[src/rtl/ram_arbiter.sv]
// ram_arbiter: shares one single-port RAM between requester A (control logic)
// and requester B (display scanner). One access per cycle. Read data is routed
// back to whichever requester issued the read. A clear sequencer fills the RAM
// with CLEAR_VALUE after reset (optional) and whenever clear is pulsed.
//
// state    | meaning
// ---------+---------------------------------------------------------------
// ST_CLEAR | writing CLEAR_VALUE to every address, requesters held off
// ST_SERVE | arbitrating A/B requests, one RAM access per cycle
module ram_arbiter #(
    parameter int                ADDR_W         = 10,
    parameter int                DATA_W         = 8,
    parameter int                RD_LATENCY     = 1,
    parameter bit                CLEAR_ON_RESET = 1'b1,
    parameter logic [DATA_W-1:0] CLEAR_VALUE    = '0,
    parameter bit                PRIORITY_A     = 1'b0
) (
    input  logic              clock,
    input  logic              reset,
    input  logic              clear,
    output logic              busy,
    input  logic              req_a,
    input  logic              we_a,
    input  logic [ADDR_W-1:0] addr_a,
    input  logic [DATA_W-1:0] wdata_a,
    output logic              gnt_a,
    output logic              rvalid_a,
    output logic [DATA_W-1:0] rdata_a,
    input  logic              req_b,
    input  logic              we_b,
    input  logic [ADDR_W-1:0] addr_b,
    input  logic [DATA_W-1:0] wdata_b,
    output logic              gnt_b,
    output logic              rvalid_b,
    output logic [DATA_W-1:0] rdata_b,
    output logic [ADDR_W-1:0] ram_address,
    output logic [DATA_W-1:0] ram_data,
    output logic              ram_wren,
    input  logic [DATA_W-1:0] ram_q
);

    localparam int CNT_W = ADDR_W + 1;
    localparam int DEPTH = 2 ** ADDR_W;
    // Counter is one bit wider than the address so the last address compares
    // cleanly without wrapping back to zero.
    localparam logic [CNT_W-1:0] CLR_LAST = CNT_W'(DEPTH - 1);

    typedef enum logic {
        ST_CLEAR,
        ST_SERVE
    } state_t;

    state_t                state;
    state_t                state_nxt;
    logic [CNT_W-1:0]      clr_cnt;
    logic                  last_b;
    logic                  pick_a;
    logic                  rd_issue;
    logic [ADDR_W-1:0]     hold_addr;
    logic [DATA_W-1:0]     hold_data;
    logic [RD_LATENCY-1:0] pipe_v;
    logic [RD_LATENCY-1:0] pipe_id;

    // Next state, grant decision and RAM port drive
    always_comb begin
        state_nxt   = state;
        busy        = (state == ST_CLEAR);
        gnt_a       = 1'b0;
        gnt_b       = 1'b0;
        ram_wren    = 1'b0;
        ram_address = hold_addr;
        ram_data    = hold_data;
        // A wins when alone, when A has fixed priority, or when B went last.
        pick_a      = req_a && (!req_b || PRIORITY_A || last_b);
        if (reset) begin
            if (CLEAR_ON_RESET) begin
                state_nxt = ST_CLEAR;
            end else begin
                state_nxt = ST_SERVE;
            end
            ram_address = '0;
            ram_data    = '0;
        end else if (state == ST_CLEAR) begin
            ram_wren    = 1'b1;
            ram_address = clr_cnt[ADDR_W-1:0];
            ram_data    = CLEAR_VALUE;
            if (clr_cnt == CLR_LAST) begin
                state_nxt = ST_SERVE;
            end
        end else begin
            gnt_a = pick_a;
            gnt_b = req_b && !pick_a;
            if (gnt_a) begin
                ram_wren    = we_a;
                ram_address = addr_a;
                ram_data    = wdata_a;
            end else if (gnt_b) begin
                ram_wren    = we_b;
                ram_address = addr_b;
                ram_data    = wdata_b;
            end
            if (clear) begin
                state_nxt = ST_CLEAR;
            end
        end
    end

    assign rd_issue = (gnt_a && !we_a) || (gnt_b && !we_b);

    // State register and clear address counter
    always_ff @(posedge clock) begin
        if (reset) begin
            if (CLEAR_ON_RESET) begin
                state <= ST_CLEAR;
            end else begin
                state <= ST_SERVE;
            end
            clr_cnt <= '0;
        end else begin
            state <= state_nxt;
            if (state == ST_CLEAR && clr_cnt != CLR_LAST) begin
                clr_cnt <= clr_cnt + CNT_W'(1);
            end else begin
                clr_cnt <= '0;
            end
        end
    end

    // Round-robin pointer and hold of the last driven RAM address/data
    always_ff @(posedge clock) begin
        if (reset) begin
            last_b    <= 1'b1;
            hold_addr <= '0;
            hold_data <= '0;
        end else begin
            if (gnt_a) begin
                last_b <= 1'b0;
            end else if (gnt_b) begin
                last_b <= 1'b1;
            end
            hold_addr <= ram_address;
            hold_data <= ram_data;
        end
    end

    // Read tag pipeline: tracks which requester owns ram_q once it is valid
    always_ff @(posedge clock) begin
        if (reset) begin
            pipe_v  <= '0;
            pipe_id <= '0;
        end else begin
            pipe_v[0]  <= rd_issue;
            pipe_id[0] <= gnt_b;
            for (int i = 1; i < RD_LATENCY; i++) begin
                pipe_v[i]  <= pipe_v[i-1];
                pipe_id[i] <= pipe_id[i-1];
            end
        end
    end

    // Capture ram_q into the owning requester's return register
    always_ff @(posedge clock) begin
        if (reset) begin
            rvalid_a <= 1'b0;
            rvalid_b <= 1'b0;
            rdata_a  <= '0;
            rdata_b  <= '0;
        end else begin
            rvalid_a <= pipe_v[RD_LATENCY-1] && !pipe_id[RD_LATENCY-1];
            rvalid_b <= pipe_v[RD_LATENCY-1] && pipe_id[RD_LATENCY-1];
            if (pipe_v[RD_LATENCY-1] && !pipe_id[RD_LATENCY-1]) begin
                rdata_a <= ram_q;
            end
            if (pipe_v[RD_LATENCY-1] && pipe_id[RD_LATENCY-1]) begin
                rdata_b <= ram_q;
            end
        end
    end

endmodule

[config.mk]
export PLATFORM = sky130hd
export DESIGN_NAME = ram_arbiter
export DESIGN_NICKNAME = d
export VERILOG_FILES = /design/src/rtl/ram_arbiter.sv
export SDC_FILE = /design/constraint.sdc
export NUM_CORES = 1
export LEC_CHECK = 0
export CORE_ASPECT_RATIO = 1.4
export CORE_MARGIN = 4
export CORE_UTILIZATION = 28
export CTS_CLUSTER_SIZE = 28
export DETAILED_ROUTE_END_ITERATION = 16
export MAX_ROUTING_LAYER = met4
export PLACE_DENSITY_LB_ADDON = 0.15
export SLEW_MARGIN = 20
export SYNTH_ARGS = -nofsm -noshare
export SYNTH_HDL_FRONTEND = slang
export SYNTH_SLANG_ARGS = --single-unit
[constraint.sdc]
create_clock -name clock -period 1.74 [get_ports clock]
set_input_delay 0.435 -clock clock [delete_from_list [all_inputs] [get_ports clock]]
set_output_delay 0.435 -clock clock [all_outputs]
set_load 0.05 [all_outputs]
==> metrics.cfg, run 1 <==
[timing]
setup_slack_ps = -307.2
fin_crit_ps = 2047
setup_viol = 21
worst_slew_pin_slew_ps = 567.2
fmax_mhz = 488.5
fin_crit_sh_pct = 117.7
hold_viol_final = 0
max_slew_margin_pct = 62.11
grt_setup_unrepaired = yes
skew_ps = 5.412
slew_violations = 0

[floorplan]
io_pins = 91
die_area_um2 = 9938
die_w_um = 85.40
core_um2 = 8149
die_h_um = 116.4
std_cell_rows = 39
initial_core_util_pct = 28.82

[clocking]
cts_max_level = 2
cts_hold_buf = 0
numCtsBuffers = 5
clock_path_buffers = 2
cts_tree = yes
cts_sinks = 51
cts_root_buffer = clkbuf_16
worstSkewPairLatency_ps = 290
path_clk_slew_ps = 70

[worst_setup_path]
cp.required_ps = 1300
crit_type = input port to output pin
endpoint_kind = output pin
cp-startpoint = req_b
cp.arrival_ps = 1610
rrSetupSlack_ps = 230
r2r-end = clr_cnt[2]$_SDFF_PP0_
critPathLaunchType = input port
r2r_start = clr_cnt[0]$_SDFF_PP0_
worstPathMaxFanout = 6
reg2reg_depth = 5

[power_and_ir_drop]
pwr-share-seq_pct = 45.0
leakage_nw = 1.634
p_comb_share_pct = 15.5
p_clk_share_pct = 39.5
powerDensity_nw_per_um2 = 607.3
irDropWorstVdd_uv = 413.8
switching_share_pct = 23.04
p_sw_mw = 0.6061
p_int_mw = 2.025

[min_path]
worst_hold_path_type = register to register
hold_end = rdata_b[3]$_SDFFE_PP0P_
worstHoldPathCells = 2
worstHoldStart = rdata_b[3]$_SDFFE_PP0P_

[layout]
nets = 451
stdcell_area_um2 = 4333
final_common_cell = buf_4
areaGrowthSynthToFinish_pct = 84.50
num_antenna_cells = 0
drive_gt1_share_pct = 34.75
final_cell_mix = 51 x buf_4, 50 x dfxtp_1, 47 x clkdlybuf4s50_1
instances_no_fill = 502

[global_routing]
grt_overflow = 0
grt_usage_pct = 15.41
antenna_found_initial = 0
grt_start_max_net_pins = 24
grt_pass1_wl_um = 11850
grt_pass1_vias = 2450

[place]
dp.cells = 477
place.gp.congestion = 0.7765
placed_area_um2 = 3945
dp_hpwl_um = 5188
port-buffer-count = 90

[status]
violations = negative setup slack
status = finished with violations

[drt]
via_per_inst = 4.769
initialDrtViolationCount = 80
wl_per_cell_um = 14.33
dr.pass1.iters = 4
antenna_violating_nets_post_route = 0
finalWirelength_um = 7194
vias = 2394
route.detailed.drc = 0

[yosys]
synth-seq-cells = 51
syn_area_um2 = 2349
synth_area_leaders = dfxtp_1 43%, a21oi_1 8.5%, mux2i_1 7.7%
yosysSeqAreaShare_pct = 43.47
yosys.area.top_type = dfxtp_1
synth_cells = 274
yosysTopAreaCellShare_pct = 43.47
synth_nets = 326
yosysWarningCount = 0
syn_area_per_cell_um2 = 8.571
synth_cell_type_count = 35

[job]
maxCapViolations = 0

-- metal layers --
metal  wire (µm)  global-route usage, %
met5           0                      -
met4          93                  4.752
met3         290                  2.611
met2        3879                  27.54
met1        2931                  17.52
-- through the flow --
step           power, mW  TNS [ps]  setup slack, ps  utilization (%)  hold WS, ps
6_report           2.631     -5546           -307.2            53.17        455.2
3_5_place_dp       1.580    -16840           -668.7            48.41        449.5
2_1_floorplan      1.374     -4552           -320.2                -        437.4
5_1_grt            2.749     -7229           -403.0            53.17        477.3
4_1_cts            2.668     -6889           -401.4            52.86        459.1
3_3_place_gp       1.579    -16200           -644.1            48.41        445.8
-- worst max-delay path by stage --
stage,to,slack [ps],cells past startpoint
floorplan,ram_data[0],-320,6
global route,ram_address[6],-400,7
global placement,ram_data[4],-640,7
CTS,ram_address[8],-400,8
finish,ram_address[1],-310,7
detailed placement,ram_data[6],-670,7
-- area by class of cell --
type | count | area (µm²)
well taps | 102 | 127.6
clock inverters | 1 | 7.507
flip-flops and latches | 51 | 1022
repair buffers | 141 | 1569
inverters | 3 | 11.26
fillers | 775 | 3816
clock buffers | 7 | 152.6
multi-input cells | 197 | 1443
-- power by group through the flow --
stage	logic [mW]	registers [mW]	clock network (mW)
after floorplan	0.165	1.21	0
after global placement	0.368	1.21	0
after detailed placement	0.370	1.21	0
after CTS	0.412	1.18	1.07
after global routing	0.441	1.18	1.12
final	0.408	1.18	1.04
-- synthesized netlist by cell type --
master	n
xor2_1	6
or3_1	2
nand4_1	3
o211ai_1	10
nand3_1	9
buf_2	4
and3_2	1
dfxtp_1	51
nand4_4	1
and3_4	2
inv_1	3
nor2b_4	1
nand3b_1	1
and2_2	1
a211oi_1	16
buf_1	1
buf_4	3
and4b_1	2
clkbuf_1	12
o21ai_0	11
nand2b_4	1
nand2_1	39
nand2b_1	3
mux2i_1	18
o21ai_2	1
ha_1	1
nor2b_1	1
a21oi_1	40
buf_6	3
or2_2	1
nor3_1	2
and4_2	1
xnor2_1	2
a31oi_1	1
nor2_1	20
-- critical path: stages --
cell and delay [ps]:
buf_2 120, nor2b_4 120, nand2b_4 190, buf_6 160, o211ai_1 310, a21oi_4 110
buf_12 160
-- cells by family (layout without fill, tap and decap cells) --
group	count (synthesis)	after routing	share of synthesized area (%)
simple gates	91	91	19.71
compound gates	79	79	19.82
flops	51	51	43.47
buf+inv	26	152	5.807
mux	18	18	7.672
xor+xnor	8	8	2.984
fa+ha+maj	1	1	0.5327
-- sequential cells by signal, indices dropped and copies added (netlist names) --
signal,count
clr_cnt,11
rvalid_b,1
state,1
pipe_id,1
rvalid_a,1
last_b,1
hold_data,8
pipe_v,1
rdata_a,8
rdata_b,8
hold_addr,10
-- timing repair --
action | 4_1_cts | 5_1_grt
setup buffers | 16 | 5
pin swaps | 15 | 15
gates resized for setup | 27 | 9
gates cloned | 1 | 1
endpoints found under the setup margin | 21 | 21
Note: power is estimated with default switching activity, not from simulation.
==> run 2, diff against run 1 <==
--- a/config.mk
+++ b/config.mk
@@ -5,6 +5,7 @@
 export SDC_FILE = /design/constraint.sdc
 export NUM_CORES = 1
 export LEC_CHECK = 0
+export CAP_MARGIN = 0
 export CORE_ASPECT_RATIO = 1.4
 export CORE_MARGIN = 4
 export CORE_UTILIZATION = 28
@@ -12,6 +13,7 @@
 export DETAILED_ROUTE_END_ITERATION = 16
 export MAX_ROUTING_LAYER = met4
 export PLACE_DENSITY_LB_ADDON = 0.15
+export SKIP_LAST_GASP = 1
 export SLEW_MARGIN = 20
 export SYNTH_ARGS = -nofsm -noshare
 export SYNTH_HDL_FRONTEND = slang
==> constraint.sdc (replaced) <==
create_clock -name clock -period 2 [get_ports clock]
set_input_delay 0.5 -clock clock [delete_from_list [all_inputs] [get_ports clock]]
set_output_delay 0.5 -clock clock [all_outputs]
set_load 0.05 [all_outputs]
==> run 2 against run 1 <==
Net effect: the flow still finishes with violations (negative setup slack); design area rose by 2.1%; clock skew fell by 3.5 ps; flip-flop and latch count did not move; largest cell class unchanged; largest power group unchanged.
==> metrics.cfg, run 2 (synthesis gave the netlist of run 1 again) <==
[floorplan]
io_pins = 91  ; unchanged
die_h_um = 116.4  ; unchanged
core_um2 = 8149  ; unchanged
die_w_um = 85.40  ; unchanged
std_cell_rows = 39  ; unchanged
die_area_um2 = 9938  ; unchanged
initial_core_util_pct = 28.82  ; unchanged

[worst_setup_path]
cp.arrival_ps = 1700  ; was 1610 ps
endpoint_kind = output pin  ; unchanged
slowest_delay_ps = 260  ; was 310 ps
critPathLaunchType = input port  ; unchanged
worstPathMaxFanout = 5  ; was 6
path_buf_inv = 5  ; was 3
cp_slowest_cell = a211oi_4  ; was o211ai_1
cpMostUsedCell = buf_6
cp.required_ps = 1500  ; was 1300 ps
rrSetupSlack_ps = 490  ; was 230 ps
reg2reg_depth = 5  ; unchanged
r2r_start = clr_cnt[0]$_SDFF_PP0_  ; unchanged
cp_cell_sequence = buf_8 > nor2b_4 > nand2b_4 > buf_6 > buf_6 > buf_6 > a211oi_4 > buf_12  ; was buf_2 > nor2b_4 > nand2b_4 > buf_6 > o211ai_1 > a21oi_4 > buf_12
path_delay_family = buffers and inverters  ; unchanged
crit_type = input port to output pin  ; unchanged
cp-startpoint = req_b  ; unchanged
r2r-end = clr_cnt[2]$_SDFF_PP0_  ; unchanged

[drt]
wl_per_cell_um = 14.79  ; was 14.33 µm
via_per_inst = 4.748  ; was 4.769
route.detailed.drc = 0  ; unchanged
vias = 2360  ; was 2394
finalWirelength_um = 7353  ; was 7194 µm
dr.pass1.iters = 4  ; unchanged
antenna_violating_nets_post_route = 0  ; unchanged
initialDrtViolationCount = 70  ; was 80

[timing]
fmax_mhz = 454.7
grt_setup_unrepaired = yes  ; unchanged
worst_slew_pin_slew_ps = 520.9  ; was 567.2 ps
fin_crit_ps = 2199
slew_violations = 0  ; unchanged
setup_slack_ps = -199.1  ; was -307.2 ps
hold_viol_final = 0  ; unchanged
setup_viol = 20  ; was 21
whs_ps = 453.0  ; was 455.2 ps
fin_crit_sh_pct = 110.0
skew_ps = 1.911  ; was 5.412 ps
max_slew_margin_pct = 65.20  ; was 62.11%

[power_and_ir_drop]
leakage_nw = 1.691  ; was 1.634 nW
p_int_mw = 1.823  ; was 2.025 mW
irDropWorstVdd_uv = 383.5  ; was 413.8 µV
switching_share_pct = 22.71  ; was 23.04%
p_clk_share_pct = 40.3  ; was 39.5%
powerDensity_nw_per_um2 = 533.0  ; was 607.3 nW/µm²
p_comb_share_pct = 16.0  ; was 15.5%
pwr-share-seq_pct = 43.7  ; was 45.0%
p_sw_mw = 0.5355  ; was 0.6061 mW

[layout]
reg.largest.list = clr_cnt (11), hold_addr (10)  ; unchanged
fillers = 719  ; was 775
regMostFlops = clr_cnt  ; unchanged
num_antenna_cells = 0  ; unchanged
nets = 447  ; was 451
instances_no_fill = 497  ; was 502
final_cell_mix = 50 x dfxtp_1, 50 x clkdlybuf4s50_1, 37 x nand2_1  ; was 51 x buf_4, 50 x dfxtp_1, 47 x clkdlybuf4s50_1
largest_register_ffs = 11  ; unchanged
drive_gt1_share_pct = 33.42  ; was 34.75%
areaGrowthSynthToFinish_pct = 88.39  ; was 84.50%

[place]
place.gp.congestion = 0.7482  ; was 0.7765
dp_hpwl_um = 5248  ; was 5188 µm
port-buffer-count = 90  ; unchanged
dp.cells = 475  ; was 477

[clocking]
cts_root_buffer = clkbuf_16  ; unchanged
numCtsBuffers = 5  ; unchanged
cts_sinks = 51  ; unchanged
worstSkewPairLatency_ps = 280  ; was 290 ps
cts_hold_buf = 0  ; unchanged
path_clk_slew_ps = 70  ; about the same
cts_tree = yes  ; unchanged
clock_path_buffers = 2  ; unchanged
cts_max_level = 2  ; unchanged

[min_path]
worstHoldStart = rdata_b[7]$_SDFFE_PP0P_  ; was rdata_b[3]$_SDFFE_PP0P_
worstHoldPathCells = 2  ; unchanged
hold_end = rdata_b[7]$_SDFFE_PP0P_  ; was rdata_b[3]$_SDFFE_PP0P_
worst_hold_path_type = register to register  ; unchanged

[global_routing]
grt_usage_pct = 15.42  ; was 15.41%
antenna_found_initial = 0  ; unchanged
grt_overflow = 0  ; unchanged
grt_pass1_vias = 2451  ; was 2450
grt_start_max_net_pins = 47  ; was 24
grt_pass1_wl_um = 11760  ; was 11850 µm

[status]
violations = negative setup slack  ; unchanged
status = finished with violations  ; unchanged

[job]
maxCapViolations = 0  ; unchanged

==> run 2: area by class of cell <==
type	count	area [µm²]	area share, %
timing repair buffer	137	1605	36.28
clock buffer	5	125.1	2.828
clock inverter	2	37.54	0.8484
tap	102	127.6	2.885
multi-input combinational	197	1495	33.80
sequential	51	1022	23.11
inverter	3	11.26	0.2545
==> run 2: metrics by stage <==
step	power [mW]	cell area [µm²]	TNS (ps)	utilization, %	setup WS [ps]
after global routing	2.445	4424	-3033	54.29	-233.1
after CTS	2.374	4432	-3477	54.38	-237.6
after global placement	1.378	3960	-10260	48.60	-545.9
final	2.358	4424	-2136	54.29	-199.1
after floorplan	1.196	2599	-1918	-	-190.2
after detailed placement	1.380	3960	-10820	48.60	-576.1
==> run 2: worst reg2reg max path: stages, from the launching register on <==
cell	delay, ps
dfxtp_1	410
ha_1	210
and3_4	230
nand4_4	100
o21ai_2	330
nor2_1	100
==> run 2: power by group through the flow <==
stage | combinational [mW] | clock (mW) | sequential, mW
final | 0.377 | 0.950 | 1.03
after global routing | 0.400 | 1.01 | 1.03
after CTS | 0.367 | 0.977 | 1.03
after detailed placement | 0.326 | 0 | 1.05
after global placement | 0.324 | 0 | 1.05
after floorplan | 0.144 | 0 | 1.05
==> run 2: how the worst max path moves through the flow <==
stage,slack (ps),depth (start not counted),end
floorplan,-190,6,ram_data[0]
global placement,-550,7,ram_address[6]
detailed placement,-580,7,ram_address[6]
CTS,-240,8,ram_address[3]
global route,-230,8,ram_data[5]
finish,-200,8,ram_data[5]
==> run 2: routing by layer <==
metal	share of wire, %	track usage, %	vias up
li1	-	-	1198
met1	41	16.90	1096
met2	53	28.01	55
met3	4.4	2.752	11
met4	1.9	5.174	0
met5	0	-	-
==> run 2: what timing repair did <==
| action | 4_1_cts | 5_1_grt |
|---|---|---|
| pin swaps | 23 | 29 |
| gates cloned | 2 | 1 |
| endpoints found under the setup margin | 21 | 21 |
| setup buffers | 25 | 4 |
| gates resized for setup | 39 | 37 |
==> run 3, diff against run 2 <==
--- a/config.mk
+++ b/config.mk
@@ -9,11 +9,10 @@
 export CORE_ASPECT_RATIO = 1.4
 export CORE_MARGIN = 4
 export CORE_UTILIZATION = 28
-export CTS_CLUSTER_SIZE = 28
+export CTS_CLUSTER_SIZE = 16
 export DETAILED_ROUTE_END_ITERATION = 16
 export MAX_ROUTING_LAYER = met4
 export PLACE_DENSITY_LB_ADDON = 0.15
-export SKIP_LAST_GASP = 1
 export SLEW_MARGIN = 20
 export SYNTH_ARGS = -nofsm -noshare
 export SYNTH_HDL_FRONTEND = slang
==> run 3 against run 2 <==
Net effect: the run still ends with negative setup slack left; hold slack hardly changed; non-clock buffer count rose by 1; global-route usage unchanged; count of clock-buffer cells in the layout unchanged; sequential power is essentially flat; largest power group unchanged.
==> metrics.cfg, run 3 (synthesis gave the netlist of run 1 again) <==
[status]
status = finished with violations  ; unchanged
violations = negative setup slack  ; unchanged

[timing]
setup_viol = 20  ; unchanged
setup-tns-final_ps = -2209  ; was -2136 ps
fin_crit_sh_pct = 110.1  ; was 110.0%
max_slew_margin_pct = 64.90  ; was 65.20%
grt_setup_unrepaired = yes  ; unchanged
skew_ps = 2.101  ; was 1.911 ps
whs_ps = 453.0  ; about the same
fmax_mhz = 454.1  ; was 454.7 MHz
slew_violations = 0  ; unchanged
fin_crit_ps = 2202  ; was 2199 ps
hold_viol_final = 0  ; unchanged
worst_slew_pin_slew_ps = 525.4  ; was 520.9 ps
setup_slack_ps = -201.9  ; was -199.1 ps

[floorplan]
die_area_um2 = 9938  ; unchanged
initial_core_util_pct = 28.82  ; unchanged
io_pins = 91  ; unchanged
std_cell_rows = 39  ; unchanged
core_um2 = 8149  ; unchanged
die_h_um = 116.4  ; unchanged
die_w_um = 85.40  ; unchanged

[worst_setup_path]
path_buf_inv = 5  ; unchanged
cp_slowest_cell = a211oi_4  ; unchanged
cp.required_ps = 1500  ; about the same
crit_type = input port to output pin  ; unchanged
cp_cell_sequence = buf_8 > nor2b_4 > nand2b_4 > buf_6 > buf_6 > buf_6 > a211oi_4 > buf_12  ; unchanged
cpMostUsedCell = buf_6  ; unchanged
slowest_delay_ps = 260  ; about the same
endpoint_kind = output pin  ; unchanged
path_delay_family = buffers and inverters  ; unchanged
worstPathMaxFanout = 5  ; unchanged
critPathLaunchType = input port  ; unchanged
cp.arrival_ps = 1700  ; about the same

[drt]
route.detailed.drc = 0  ; unchanged
vias = 2376  ; was 2360
antenna_violating_nets_post_route = 0  ; unchanged
via_per_inst = 4.771  ; was 4.748
finalWirelength_um = 7424  ; was 7353 µm
wl_per_cell_um = 14.91  ; was 14.79 µm
dr.pass1.iters = 4  ; unchanged
initialDrtViolationCount = 67  ; was 70

[clocking]
cts_sinks = 51  ; unchanged
clock_path_buffers = 2  ; unchanged
cts_max_level = 2  ; unchanged
path_clk_slew_ps = 70  ; about the same
cts_root_buffer = clkbuf_16  ; unchanged
numCtsBuffers = 5  ; unchanged
worstSkewPairLatency_ps = 280  ; about the same
cts_tree = yes  ; unchanged
cts_hold_buf = 0  ; unchanged

[place]
dp_hpwl_um = 5248  ; unchanged
place_worst_setup_slack_ps = -576.1  ; unchanged
dp.cells = 475  ; unchanged
port-buffer-count = 90  ; unchanged
place.gp.congestion = 0.7482  ; unchanged

[power_and_ir_drop]
leakage_nw = 1.675  ; was 1.691 nW
irDropWorstVdd_uv = 383.5  ; about the same
powerDensity_nw_per_um2 = 531.8  ; was 533.0 nW/µm²

[layout]
multi_input_area_um2 = 1503  ; was 1495 µm²
final_common_cell = dfxtp_1
fillers = 716  ; was 719
num_antenna_cells = 0  ; unchanged
final_core_util_pct = 54.41  ; was 54.29%
reg.largest.list = clr_cnt (11), hold_addr (10)  ; unchanged
largest_register_ffs = 11  ; unchanged
drive_gt1_share_pct = 34.09  ; was 33.42%
nets = 448  ; was 447
seq_area_um2 = 1022  ; unchanged
final_cell_mix = 50 x dfxtp_1, 49 x clkdlybuf4s50_1, 37 x nand2_1  ; was 50 x dfxtp_1, 50 x clkdlybuf4s50_1, 37 x nand2_1
regMostFlops = clr_cnt  ; unchanged
instances_no_fill = 498  ; was 497
areaGrowthSynthToFinish_pct = 88.81  ; was 88.39%

[global_routing]
grt_usage_pct = 15.42  ; unchanged
grt_pass1_wl_um = 11760  ; unchanged
grt_overflow = 0  ; unchanged
grt_start_max_net_pins = 47  ; unchanged
grt_pass1_vias = 2451  ; unchanged
antenna_found_initial = 0  ; unchanged

[min_path]
worst_hold_path_type = register to register  ; unchanged

[job]
maxCapViolations = 0  ; unchanged

-- run 3: cell count changes in the layout (fill, tap and decap cells not counted), sizes merged --
cell	previous run	this run
dlygate4sd2	1	5
dlymetal6s2s	8	5
buf	77	78
clkdlybuf4s50	50	49
-- run 3: repair_timing --
| action | CTS | global route |
|---|---|---|
| gates cloned | 2 | 1 |
| gates resized for setup | 49 | 30 |
| pin swaps | 23 | 25 |
| buffers inserted | 25 | 4 |
| setup endpoints to repair | 21 | 21 |
-- run 3: final cells by class --
class / count / share of cell area, %
timing repair buffer: 138 / 36.26
sequential: 51 / 23.05
clock inverter: 2 / 0.8465
clock buffer: 5 / 2.822
tap: 102 / 2.878
inverter: 3 / 0.2540
multi-input combinational: 197 / 33.89
-- run 3: path summary, 6_finish.rpt --
path | startpoint | endpoint | slack (ps) | cells after the start
max | req_b | ram_data[5] | -200 | 8
min | rdata_b[7]$_SDFFE_PP0P_ | rdata_b[7]$_SDFFE_PP0P_ | 450 | 2
max reg2reg | clr_cnt[0]$_SDFF_PP0_ | clr_cnt[2]$_SDFF_PP0_ | 490 | 5
min reg2reg | rdata_b[7]$_SDFFE_PP0P_ | rdata_b[7]$_SDFFE_PP0P_ | 450 | 2
-- run 3: tightest hold or removal path, delay by kind of cell (launching register included) --
family             cells  cell delay [ps]
DFF                    1              310
and+or+nand+nor        1               50
AOI/OAI and AO/OA      1               50
-- run 3: power breakdown --
part           internal (mW)  leakage, nW  switching [mW]
combinational          0.215         1.19           0.162
clock                  0.583       0.0759           0.367
sequential              1.02        0.411         0.00718
-- run 3: per-layer routing --
metal  global-route usage (%)  up-vias  part of all wire, %
met5                        -        -                    0
met4                    5.174        0                  2.1
met3                    2.752       15                  5.4
met2                    28.01       63                   53
met1                    16.90     1095                   39
li1                         -     1203                    -
-- run 3: through the flow --
stage,instance area (µm²),power (mW)
2_1_floorplan,2599,1.196
3_3_place_gp,3960,1.378
3_5_place_dp,3960,1.380
4_1_cts,4443,2.376
5_1_grt,4434,2.446
6_report,4434,2.358
